**src/rtl/uart_pkg.sv**
```systemverilog
// UART state encoding shared by the receiver and the future transmitter.
// Latency: n/a (types only).
// Backpressure: n/a (types only).
package uart_pkg;

    // 3-bit frame-engine states
    typedef enum logic [2:0] {
        ST_IDLE   = 3'd0,
        ST_START  = 3'd1,
        ST_DATA   = 3'd2,
        ST_PARITY = 3'd3,
        ST_STOP   = 3'd4,
        ST_DONE   = 3'd5,
        ST_BREAK  = 3'd6
    } uart_state_t;

endpackage

```
**src/rtl/uart_rx_sync.sv**
```systemverilog
// Two-flop synchroniser bringing the asynchronous rxd pin into the clk domain.
// Latency: 2 clk edges from pin to rx_s.
// Backpressure: none; free-running, resets to the idle line level (1).
module uart_rx_sync (
    input  logic clk,
    input  logic rstn,
    input  logic rxd,
    output logic rx_s
);

    logic meta;

    // Metastability stage followed by the stable sample used by the receiver
    always_ff @(posedge clk or negedge rstn) begin
        if (!rstn) begin
            meta <= 1'b1;
            rx_s <= 1'b1;
        end else begin
            meta <= rxd;
            rx_s <= meta;
        end
    end

endmodule

```
**src/rtl/uart_rx_param.sv**
```systemverilog
// Oversampling UART receiver: LSB-first frames, optional parity (macro UART_RX_PARITY_EN).
// Latency: rx_valid rises 3 + OSR/2 + (DATA_BITS+1)*OSR (+OSR with parity) edges after start edge.
// Backpressure: rx_valid/rx_data hold until rx_ready; a new word overwrites and pulses overrun.
module uart_rx_param
    import uart_pkg::*;
#(
    parameter int OSR        = 8,
    parameter int DATA_BITS  = 8,
    parameter int PARITY_ODD = 0
) (
    input  logic                 clk,
    input  logic                 rstn,
    input  logic                 rxd,
    output logic [DATA_BITS-1:0] rx_data,
    output logic                 rx_valid,
    input  logic                 rx_ready,
    output logic                 frame_err,
    output logic                 overrun,
    output logic                 parity_err
);

    localparam int CW = $clog2(OSR);
    localparam int BW = $clog2(DATA_BITS);

    localparam logic [CW-1:0] CNT_HALF = CW'(OSR / 2 - 1);
    localparam logic [CW-1:0] CNT_FULL = CW'(OSR - 1);
    localparam logic [BW-1:0] BITS_M1  = BW'(DATA_BITS - 1);

    logic                 rx_s;
    uart_state_t          state, state_d;
    logic [CW-1:0]        cntc, cntc_d;
    logic [BW-1:0]        cntb, cntb_d;
    logic [DATA_BITS-1:0] shreg, shreg_d;
    logic [DATA_BITS-1:0] data_d;
    logic                 vld_d;
    logic                 fe_d;
    logic                 ov_d;
    logic                 cntc_zero;

    assign cntc_zero = (cntc == '0);

    uart_rx_sync u_sync (
        .clk  (clk),
        .rstn (rstn),
        .rxd  (rxd),
        .rx_s (rx_s)
    );

`ifdef UART_RX_PARITY_EN
    logic perr_q, perr_d;
    logic pe_d;
    logic par_exp;

    // Expected parity bit for the word in shreg: even sense = XOR of data, odd = inverted
    assign par_exp = (^shreg) ^ PARITY_ODD[0];
`else
    logic unused_par;

    // Parity sense only matters when the parity stage is built in
    assign unused_par = (PARITY_ODD != 0);
    assign parity_err = 1'b0;
`endif

    // Next-state, counter, shift-register and output-pulse decode
    always_comb begin
        state_d = state;
        cntc_d  = cntc;
        cntb_d  = cntb;
        shreg_d = shreg;
        data_d  = rx_data;
        vld_d   = rx_valid & ~rx_ready;
        fe_d    = 1'b0;
        ov_d    = 1'b0;
`ifdef UART_RX_PARITY_EN
        perr_d  = perr_q;
        pe_d    = 1'b0;
`endif
        case (state)
            ST_IDLE: begin
                if (!rx_s) begin
                    state_d = ST_START;
                    cntc_d  = CNT_HALF;
                end
            end
            ST_START: begin
                if (cntc_zero) begin
                    if (!rx_s) begin
                        state_d = ST_DATA;
                        cntc_d  = CNT_FULL;
                        cntb_d  = BITS_M1;
`ifdef UART_RX_PARITY_EN
                        perr_d  = 1'b0;
`endif
                    end else begin
                        // Start bit not low at mid-bit: treat as a glitch
                        state_d = ST_IDLE;
                    end
                end else begin
                    cntc_d = cntc - CW'(1);
                end
            end
            ST_DATA: begin
                if (cntc_zero) begin
                    shreg_d = {rx_s, shreg[DATA_BITS-1:1]};
                    cntc_d  = CNT_FULL;
                    if (cntb == '0) begin
`ifdef UART_RX_PARITY_EN
                        state_d = ST_PARITY;
`else
                        state_d = ST_STOP;
`endif
                    end else begin
                        cntb_d = cntb - BW'(1);
                    end
                end else begin
                    cntc_d = cntc - CW'(1);
                end
            end
`ifdef UART_RX_PARITY_EN
            ST_PARITY: begin
                if (cntc_zero) begin
                    perr_d  = rx_s ^ par_exp;
                    state_d = ST_STOP;
                    cntc_d  = CNT_FULL;
                end else begin
                    cntc_d = cntc - CW'(1);
                end
            end
`endif
            ST_STOP: begin
                if (cntc_zero) begin
                    if (rx_s) begin
                        state_d = ST_DONE;
                    end else begin
                        fe_d    = 1'b1;
                        state_d = ST_BREAK;
                    end
                end else begin
                    cntc_d = cntc - CW'(1);
                end
            end
            ST_DONE: begin
                // A word still waiting without an accept this edge is lost
                data_d  = shreg;
                vld_d   = 1'b1;
                ov_d    = rx_valid & ~rx_ready;
`ifdef UART_RX_PARITY_EN
                pe_d    = perr_q;
`endif
                state_d = ST_IDLE;
            end
            ST_BREAK: begin
                // Wait out a held-low line so it does not re-trigger a frame
                if (rx_s) begin
                    state_d = ST_IDLE;
                end
            end
            default: begin
                state_d = ST_IDLE;
            end
        endcase
    end

    // State, datapath and registered output pulses
    always_ff @(posedge clk or negedge rstn) begin
        if (!rstn) begin
            state     <= ST_IDLE;
            cntc      <= '0;
            cntb      <= '0;
            shreg     <= '0;
            rx_data   <= '0;
            rx_valid  <= 1'b0;
            frame_err <= 1'b0;
            overrun   <= 1'b0;
        end else begin
            state     <= state_d;
            cntc      <= cntc_d;
            cntb      <= cntb_d;
            shreg     <= shreg_d;
            rx_data   <= data_d;
            rx_valid  <= vld_d;
            frame_err <= fe_d;
            overrun   <= ov_d;
        end
    end

`ifdef UART_RX_PARITY_EN
    // Parity mismatch latch and its pulse output
    always_ff @(posedge clk or negedge rstn) begin
        if (!rstn) begin
            perr_q     <= 1'b0;
            parity_err <= 1'b0;
        end else begin
            perr_q     <= perr_d;
            parity_err <= pe_d;
        end
    end
`endif

endmodule

```
**config.mk**
```make
export PLATFORM = sky130hd
export DESIGN_NAME = uart_rx_param
export DESIGN_NICKNAME = d
export VERILOG_FILES = /design/src/rtl/uart_pkg.sv /design/src/rtl/uart_rx_sync.sv /design/src/rtl/uart_rx_param.sv
export SDC_FILE = /design/constraint.sdc
export NUM_CORES = 1
export LEC_CHECK = 0
export BUFFER_PORTS_ARGS = -buffer_cell sky130_fd_sc_hd__clkbuf_2
export CAP_MARGIN = 20
export CORE_AREA = 2 2 80 67
export CTS_BUF_LIST = sky130_fd_sc_hd__clkbuf_4
export CTS_CLUSTER_DIAMETER = 120
export DETAILED_ROUTE_END_ITERATION = 12
export DIE_AREA = 0 0 82 69
export RECOVER_POWER = 50
export SYNTH_ARGS = -nofsm -noshare
export SYNTH_HDL_FRONTEND = slang
export SYNTH_SLANG_ARGS = --single-unit
```
**constraint.sdc**
```tcl
create_clock -name clk -period 4.4 [get_ports clk]
set_input_delay 0.44 -clock clk [delete_from_list [all_inputs] [get_ports clk]]
set_output_delay 0.44 -clock clk [all_outputs]
set_load 0.02 [all_outputs]
```
-- Yosys cells after proc, flatten, opt, wreduce, memory -nomap -nowiden
Index checks and enable logic that the tools add are counted.
Widths: inputs -> output; s select.
- bits in registers: 30
- $add $sub $neg: 2
- equality and inequality tests: 15
- muxes and demuxes: 24
- bitwise operators: 2
- reductions and logical operators: 9
- operators with widths (kind ; number):
    $mux 3 ; 14
    $ne 2x2->1 const B ; 8
    $pmux 3 s5 ; 1
    $pmux 3 s4 ; 1
    $eq 3x3->1 const B ; 3
    $logic_not 3->1 ; 3
    $pmux 3 s2 ; 1
    $reduce_and 6->1 ; 1
    $sub 3x1->3 const B ; 2
    $mux 1 ; 5
    $reduce_and 5->1 ; 1
    $mux 2 ; 2
    $reduce_and 4->1 ; 1
    $reduce_bool 4->1 ; 1
    $eq 3x1->1 const B ; 1
    $eq 3x2->1 const B ; 1
    $ne 3x3->1 const B ; 1
    $ne 2x1->1 const B ; 1
    $reduce_and 2->1 ; 1
    $reduce_bool 2->1 ; 1
    $and 1x1->1 ; 1
    $not 1->1 ; 1

-- Depth between registers and ports, before layout
Gate-level depths: netlist (run 1).
- depth after elaboration: 4
- depth in mapped cells: 7
- mapped depth without buffers: 6

-- By module
Synthesis (run 1) repeated with hierarchy kept, for this count alone.
- cells, all modules: 105
- area total of the unflattened synthesis: 1343.8 um^2
- modules (own cells, without submodules) (module ; times used ; cells each ; area an instance (um^2) ; seq. area each (um^2)):
    uart_rx_param ; 1 ; 103 ; 1291.2 ; 700.7
    uart_rx_sync ; 1 ; 2 ; 52.6 ; 52.6

-- Least setup slack after synthesis (run 1)
Ideal clock, no wire load.
- kind: reg2reg
- start: register cntc[0]
- end: register cntb[0]
- arrival time: 1436 ps
- slack: 2839 ps
- cell stages (with the launch flop): 7
- period minus slack after synthesis: 1561 ps
- cells stage by stage: dfrtp_1 inv_1 ha_1 nand2b_1 clkbuf_1 nor3_2 mux2_2
- longest elaborated chain between the ends: 3
- ends and longest elaborated chain (element ; RTL line ; source):
    start, declared ; uart_rx_param.sv:31 ; logic [CW-1:0] cntc, cntc_d;
    start signal, assigned ; uart_rx_param.sv:177 ; cntc <= cntc_d;
    $logic_not 3->1 (*) ; uart_rx_param.sv:40 ; assign cntc_zero = (cntc == '0);
    $ne 2x2->1 (no line) ; -- ;
    $reduce_and 5->1 (no line) (*) ; -- ;
    end signal, assigned ; uart_rx_param.sv:178 ; cntb <= cntb_d;
    end, declared ; uart_rx_param.sv:32 ; logic [BW-1:0] cntb, cntb_d;
Mark *: on every way between the ends. The rest lies on a longest branch, timed or not.
A chain may end at the register's enable or synchronous reset.

-- Final worst setup path (run 1)
- start: register cntc[0]
- end: register cntb[1]
Same word-level chain as after synthesis.

==> impl_metrics.json, run 1 <==
{
  "via_count": 901,
  "violations": "max-capacitance violations, max-slew violations",
  "clock-sinks": 30,
  "fin_crit_sh_pct": 39.28,
  "synth_area_per_cell_sq_um": 12.21,
  "max_freq_mhz": 578.6,
  "setup_violations": 0,
  "synthesis.nets": 123,
  "gp_congestion": 0.7484,
  "r2r_setup_slack_ns": 2.67,
  "final_area_sq_um": 1607,
  "rows": 23,
  "wl_per_cell_microns": 12.84,
  "vias_per_cell": 4.717,
  "syn_inst": 115,
  "cts_buffer_depth": 2,
  "start_util_pct": 29.04,
  "pre_cts_ws_ns": 2.676,
  "drc_errors": 0,
  "slew_violations": 31,
  "start_kind": "register",
  "grt_max_degree": 31,
  "path_class": "register to register",
  "chipWidth_microns": 82,
  "fill_cells": 494,
  "peakVddDrop_mv": 0.1441,
  "max_slew.worst_pin.slew_ns": 1.559,
  "design_power_total_mw": 0.7895,
  "fp.coreArea_sq_um": 4835,
  "drtIter0Drc": 83,
  "synth-edff-count": 0,
  "period_needed_ns": 1.728,
  "drive_above_1_share_pct": 33.33,
  "cp.required_ns": 4.62,
  "cts_tree": "yes",
  "hp-start": "rxd",
  "layout.nets": 136,
  "hold_path_class": "primary input to register",
  "holdWs_ns": 0.1874,
  "clock_latency_ns": 0.33,
  "max_cap_viol_count": 1,
  "fin_setup_tns_ns": 0,
  "cts_buffers": 5,
  "cp.arrival_ns": 1.94,
  "grt_pass1_wl_mm": 4.209,
  "reg2reg_from": "cntc[0]",
  "dp_hpwl_mm": 1.718,
  "cts_root_buffer": "clkbuf_4",
  "post_cts_resized": 0,
  "r2r_cells": 5,
  "hold_buffers": 0,
  "synthTopCellsByArea": "dfrtp_1, mux2_2, dfstp_2",
  "synth_top_area_share_pct": 49.91,
  "power.density_nw_per_um2": 491.4,
  "synth_top_area_cell": "dfrtp_1",
  "synth_seq_cells": 30,
  "hold_viol": 0,
  "slew-limit-headroom_pct": -3.916,
  "overflow": 0,
  "drt_wl_total_mm": 2.453,
  "cp_max_fo": 8,
  "rsz0062_at_grt": "no",
  "r2r_end": "cntb[1]",
  "skew_ns": 0.007848,
  "synth.most_common_cell": "dfrtp_1",
  "hold_end": "u_sync.meta",
  "synth_flop_cell": "dfrtp_1",
  "cts.reportedPaths.clkPinSlew_ns": 0.10,
  "numPortBuffers": 14,
  "diodes": 0,
  "yosysWarnings": 0,
  "crit_path_end_kind": "register",
  "io_pins": 16,
  "leakagePower_nw": 0.7586,
  "status": "complete, but fails checks",
  "ant_nets": 0,
  "synthDistinctLibCells": 33,
  "antenna_found_initial": 0,
  "die_y_microns": 69,
  "htree_levels": 2,
  "grt_usage_pct": 9.731,
  "dr.pass1.iters": 4,
  "cts_post_setup_buffers_inserted": 0,
  "dpl-instance-area_sq_um": 1509,
  "die_area_sq_um": 5658,
  "syn_area_sq_um": 1404,
  "ys_seq_area_share_pct": 53.65,
  "grt_pass1_vias": 939,
  "async_flop_share_pct": 100.0,
  "setup_ws_ns": 2.672,
  "ys_top_cells_by_count": "dfrtp_1, mux2_2, nor2_1",
  "area_growth_pct": 14.44,
  "whs_path_depth": 1
}
-- flip-flops by register name, summed over array words and instances (netlist names) --
name,flops
cntb,3
cntc,3
u_sync.meta,1
rx_data,8
shreg,8
u_sync.rx_s,1
frame_err,1
state,3
overrun,1
rx_valid,1
-- critical path, cell delays in order (launching register included) --
cell and delay (ns):
dfrtp_1 0.37, inv_1 0.11, ha_1 0.22, nand2b_1 0.23, nor3_2 0.31, mux2_2 0.36
-- layout make-up --
class / instances / area [sq um] / area share (%)
repair buffers: 14 / 66.31 / 4.128
well taps: 62 / 77.57 / 4.829
flip-flops and latches: 30 / 753.2 / 46.88
inverters: 5 / 18.77 / 1.168
clock buffers: 5 / 37.54 / 2.336
clock inverters: 3 / 63.81 / 3.972
multi-input cells: 72 / 589.3 / 36.68
-- per-stage QoR --
stage          util [%]  cells
4_1_cts           33.31    191
5_1_grt           33.23    191
3_5_place_dp      31.21    183
2_1_floorplan         -    115
3_3_place_gp      31.21    183
6_report          33.23    191
-- power breakdown --
group	total [mW]	internal, mW	switching [mW]
Combinational	0.167	0.0790	0.0881
Clock	0.273	0.175	0.0978
Sequential	0.350	0.309	0.0406
-- per-layer routing --
metal / global-route usage, % / up-vias / wire, microns
met1: 10.92 / 451 / 1053
li1: - / 431 / -
met2: 15.99 / 15 / 1274
met4: 4.444 / 0 / 34
met3: 3.796 / 4 / 90
met5: 0 / - / 0
-- kinds of logic (layout without fill, tap and decap cells) --
kind of cell / count (synthesis) / count (layout) / share of synthesized area [%]
fa+ha+maj: 4 / 4 / 3.565
buf+inv: 13 / 27 / 4.367
simple gates: 33 / 33 / 13.91
other cells: 1 / 1 / 0.2671
flops: 30 / 30 / 53.65
xor+xnor: 2 / 2 / 1.248
mux: 19 / 19 / 15.24
compound gates: 13 / 13 / 7.754
-- layout by cell type, fill, tap and decap left out, types with 2 or more instances in the layout --
cell / synthesis / routed
nor3_1: 5 / 5
ha_1: 4 / 4
nand2_1: 5 / 5
dfstp_2: 2 / 2
a21oi_1: 3 / 3
clkbuf_2: 0 / 11
bufinv_16: 0 / 2
nor4b_1: 3 / 3
dfrtp_1: 28 / 28
o32a_1: 2 / 2
clkbuf_4: 0 / 5
nor2_1: 7 / 7
mux2_2: 19 / 19
nand2b_1: 4 / 4
a2bb2oi_1: 2 / 2
inv_1: 5 / 5
clkbuf_1: 2 / 3
nor2b_1: 2 / 2
-- worst max-delay path by stage --
| stage | start | end | slack, ns |
|---|---|---|---|
| 2_1_floorplan | cntc[0] | cntb[0] | 2.84 |
| 3_3_place_gp | cntc[0] | cntb[0] | 2.73 |
| 3_5_place_dp | cntc[0] | cntb[1] | 2.68 |
| 4_1_cts | cntc[0] | cntb[1] | 2.65 |
| 5_1_grt | cntc[0] | cntc[2] | 2.52 |
| 6_report | cntc[0] | cntb[1] | 2.67 |
No activity file was read; power rests on OpenSTA's default activity.
==> run 2, diff against run 1 <==
clock period = 1.5 ns   (was 4.4 ns; I/O delays follow)
==> impl_metrics.json, run 2 (synthesis gave the netlist of run 1 again) <==
{
  "peakVddDrop_mv": 0.4547,
  "fin_crit_sh_pct": 100.5,
  "startpoint": "state[1]",
  "io_pins": 16,
  "diodes": 0,
  "htree_levels": 2,
  "switching_share_pct": 34.06,
  "die_area_sq_um": 5658,
  "cp_max_fo": 6,
  "clock_latency_ns": 0.33,
  "die_y_microns": 69,
  "ant_nets": 0,
  "setup_violations": 2,
  "place_inst": 197,
  "cts_buffer_depth": 2,
  "crit_path_end_kind": "register",
  "top_regs": "rx_data (8), shreg (8)",
  "cp.required_ns": 1.71,
  "antenna_found_initial": 0,
  "grt_usage_pct": 11.40,
  "drc_errors": 0,
  "fin_setup_tns_ns": -0.01236,
  "start_util_pct": 29.04,
  "cts_tree": "yes",
  "reg2reg_from": "state[1]",
  "area_growth_pct": 35.65,
  "gp_congestion": 0.7864,
  "numPortBuffers": 14,
  "chipWidth_microns": 82,
  "violations": "negative setup slack",
  "layout.nets": 163,
  "drt_wl_total_mm": 3.098,
  "clock-sinks": 30,
  "slew_violations": 0,
  "dp_hpwl_mm": 1.981,
  "cp.arrival_ns": 1.72,
  "max_cap_viol_count": 0,
  "drive_above_1_share_pct": 55.77,
  "whs_path_depth": 3,
  "max_slew.worst_pin.slew_ns": 0.7241,
  "pwr-share-seq_pct": 41.9,
  "hold_path_class": "primary input to register",
  "overflow": 0,
  "p_clk_share_pct": 17.4,
  "via_count": 1016,
  "fin_util_pct": 39.39,
  "setup_ws_ns": -0.007587,
  "leakagePower_nw": 0.9113,
  "hold_viol": 0,
  "skew_ns": 0.01320,
  "final_cells": 218,
  "dr.pass1.iters": 4,
  "drtIter0Drc": 65,
  "design_power_total_mw": 2.473,
  "cellInternalPower_mw": 1.630,
  "cts_buffers": 5,
  "r2r_cells": 4,
  "holdWs_ns": 0.09240,
  "wl_per_cell_microns": 14.21,
  "path_class": "register to register",
  "vias_per_cell": 4.661,
  "cts_root_buffer": "clkbuf_4",
  "period_needed_ns": 1.508,
  "hp-start": "rx_ready",
  "status": "complete, but fails checks",
  "grt_pass1_vias": 1046,
  "r2r_setup_slack_ns": -0.008,
  "rsz0062_at_grt": "yes",
  "layout_commonest_cell": "dfrtp_1",
  "comb_power_share_pct": 40.7,
  "start_kind": "register",
  "grt_pass1_wl_mm": 4.905,
  "power.density_nw_per_um2": 1298,
  "fp.coreArea_sq_um": 4835,
  "max_freq_mhz": 663.3,
  "fill_cells": 472,
  "rows": 23,
  "slew-limit-headroom_pct": 51.73,
  "p_sw_mw": 0.8422,
  "final_cell_mix": "dfrtp_1, buf_4, mux2_2",
  "grt_max_degree": 31,
  "cts.reportedPaths.clkPinSlew_ns": 0.10
}
## run 2: per-stage QoR
stage          setup WS, ns  instance area, sq um
2_1_floorplan      0.008252                  1423
4_1_cts           -0.008066                  1740
6_report          -0.007587                  1904
5_1_grt            -0.05502                  1904
3_3_place_gp       -0.03933                  1623
3_5_place_dp        -0.1184                  1623
## run 2: final timing paths
check / to
setup / recovery: cntb[0]
hold / removal: overrun
setup reg to reg: cntb[0]
hold reg to reg: u_sync.rx_s
max in group asynchronous: state[0]
min in group asynchronous: state[1]
## run 2: area by class of cell
cell class / instances / area, sq um / share of cell area, %
clock buffer: 5 / 37.54 / 1.971
clock inverter: 3 / 11.26 / 0.5913
inverter: 5 / 18.77 / 0.9855
multi-input combinational: 72 / 725.7 / 38.11
sequential: 30 / 755.7 / 39.68
tap: 62 / 77.57 / 4.074
timing repair buffer: 41 / 277.8 / 14.59
## run 2: repair_timing
action / in CTS / in global routing
pin swaps: 4 / 3
buffers inserted: 3 / 8
endpoints found under the setup margin: 16 / 16
hold buffers: 2 / 0
gates resized for setup: 8 / 21
hold endpoints to repair: 29 / 0
## run 2: layer usage
| metal | vias up | wire, microns | GRT usage, % | share of wire, % |
|---|---|---|---|---|
| met4 | 0 | 87 | 6.481 | 2.8 |
| met3 | 10 | 65 | 2.880 | 2.1 |
| li1 | 480 | - | - | - |
| met2 | 16 | 1597 | 18.52 | 52 |
| met1 | 510 | 1349 | 13.42 | 44 |
| met5 | - | 0 | 0 | 0 |
## run 2: power by group through the flow
| stage | combinational [mW] | sequential (mW) | clock, mW |
|---|---|---|---|
| floorplan | 0.485 | 0.982 | 0 |
| global placement | 0.625 | 1.02 | 0 |
| detailed placement | 0.667 | 1.03 | 0 |
| CTS | 0.740 | 1.02 | 0.456 |
| global route | 1.09 | 1.05 | 0.492 |
| finish | 1.01 | 1.04 | 0.431 |
## run 2: worst max-delay path, stage by stage (launching register included)
cell,delay [ns]
dfrtp_2,0.46
nand2b_4,0.17
a2bb2oi_4,0.17
nor3_4,0.26
mux2_4,0.32
==> run 3, diff against run 2 <==
==> constraint.sdc (replaced) <==
create_clock -name clk -period 1.5 [get_ports clk]
set_input_delay 0.3 -clock clk [delete_from_list [all_inputs] [get_ports clk]]
set_output_delay 0.3 -clock clk [all_outputs]
set_load 0.02 [all_outputs]
==> impl_metrics.json, run 3 (synthesis gave the netlist of run 1 again) <==
{
  "drt_wl_total_mm": 3.045,
  "peakVddDrop_mv": 0.5200,
  "cts_buffer_depth": 2,
  "hold_path_class": "primary input to register",
  "drtIter0Drc": 26,
  "r2r_end": "cntb[1]",
  "top_regs": "rx_data (8), shreg (8)",
  "cts.reportedPaths.clkPinSlew_ns": 0.10,
  "chipWidth_microns": 82,
  "dp_hpwl_mm": 1.963,
  "cts_tree": "yes",
  "drive_above_1_share_pct": 56.95,
  "rsz0062_at_grt": "yes",
  "antenna_found_initial": 0,
  "place_inst": 197,
  "start_util_pct": 29.04,
  "power.density_nw_per_um2": 1331,
  "dr.pass1.iters": 4,
  "fp.coreArea_sq_um": 4835,
  "status": "finished clean",
  "clock-sinks": 30,
  "start_kind": "register",
  "final_cells": 213,
  "numPortBuffers": 14,
  "slew_violations": 0,
  "skew_ns": 0.01635,
  "cp.arrival_ns": 1.69,
  "slew-limit-headroom_pct": 51.12,
  "layout.nets": 158,
  "max_cap_viol_count": 0,
  "leakagePower_nw": 0.8946,
  "max_slew.worst_pin.slew_ns": 0.7332,
  "rows": 23,
  "setup_violations": 0,
  "overflow": 0,
  "path_class": "register to register",
  "htree_levels": 2,
  "area_growth_pct": 33.42,
  "r2r_setup_slack_ns": 0.02,
  "reg2reg_from": "state[1]",
  "final_cell_mix": "dfrtp_1, buf_4, mux2_2",
  "ant_nets": 0,
  "fin_util_pct": 38.74,
  "cts_buffers": 5,
  "max_freq_mhz": 673.9,
  "hold_viol": 0,
  "grt_pass1_wl_mm": 4.685,
  "grt_usage_pct": 10.82,
  "drc_errors": 0,
  "endpoint": "cntb[1]",
  "holdWs_ns": 0.06588,
  "layout_commonest_cell": "dfrtp_1",
  "vias_per_cell": 4.765,
  "wl_per_cell_microns": 14.30,
  "startpoint": "state[1]",
  "diodes": 0,
  "cts_root_buffer": "clkbuf_4",
  "crit_path_end_kind": "register",
  "grt_pass1_vias": 1007,
  "fill_cells": 453,
  "die_area_sq_um": 5658,
  "grt_max_degree": 31,
  "cp.required_ns": 1.71,
  "via_count": 1015,
  "die_y_microns": 69,
  "period_needed_ns": 1.484,
  "clock_latency_ns": 0.32,
  "io_pins": 16,
  "fin_crit_sh_pct": 98.93,
  "cp_max_fo": 7,
  "gp_congestion": 0.7872,
  "fin_setup_tns_ns": 0,
  "r2r_cells": 4
}
run 3: routing by layer:
| metal | global-route usage [%] | up-vias | wire [microns] |
|---|---|---|---|
| li1 | - | 474 | - |
| met1 | 13.22 | 505 | 1270 |
| met2 | 17.43 | 28 | 1576 |
| met3 | 1.702 | 8 | 97 |
| met4 | 6.852 | 0 | 100 |
| met5 | 0 | - | 0 |
run 3: area by class of cell:
type	count	area (sq um)	share of cell area [%]
Multi-Input combinational cell	72	720.7	38.48
Timing Repair Buffer	36	239.0	12.76
Tap cell	62	77.57	4.142
Sequential cell	30	757.0	40.41
Clock buffer	8	60.06	3.206
Inverter	5	18.77	1.002
run 3: report_power, final:
group / internal [mW] / leakage (nW) / total, mW / switching (mW)
clock: 0.241 / 0.0368 / 0.498 / 0.257
sequential: 0.911 / 0.385 / 1.03 / 0.122
combinational: 0.526 / 0.473 / 0.963 / 0.437
total: 1.68 / 0.895 / 2.49 / 0.816
run 3: what timing repair did:
| action | in CTS | in global routing |
|---|---|---|
| cloned | 0 | 0 |
| endpoints found under the hold margin | 28 | 0 |
| hold buffers | 1 | 0 |
| gates resized for setup | 8 | 21 |
| endpoints found under the setup margin | 16 | 16 |
| buffers inserted | 4 | 3 |
| pin swaps | 1 | 7 |
run 3: through the flow:
step           setup WS, ns  area [sq um]  power, mW
2_1_floorplan      0.008252          1423      1.467
3_3_place_gp       -0.03642          1635      1.648
3_5_place_dp       -0.08766          1635      1.686
4_1_cts           0.0008178          1762      2.260
5_1_grt            -0.03747          1873      2.650
6_report            0.01601          1873      2.493
run 3: worst min-delay path by stage:
stage	from	endpoint	slack [ns]	cells after the start
global placement	rstn	state[1]	0.27	2
global route	rxd	u_sync.meta	0.05	1
floorplan	rstn	cntb[0]	0.004	0
CTS	rxd	u_sync.meta	0.05	1
detailed placement	rstn	state[1]	0.27	2
finish	rxd	u_sync.meta	0.07	1
run 3: critical path: stages (launching register included):
cell and delay, ns:
dfrtp_2 0.46, nand2b_4 0.17, a2bb2oi_4 0.17, nor3_4 0.24, mux2_4 0.32
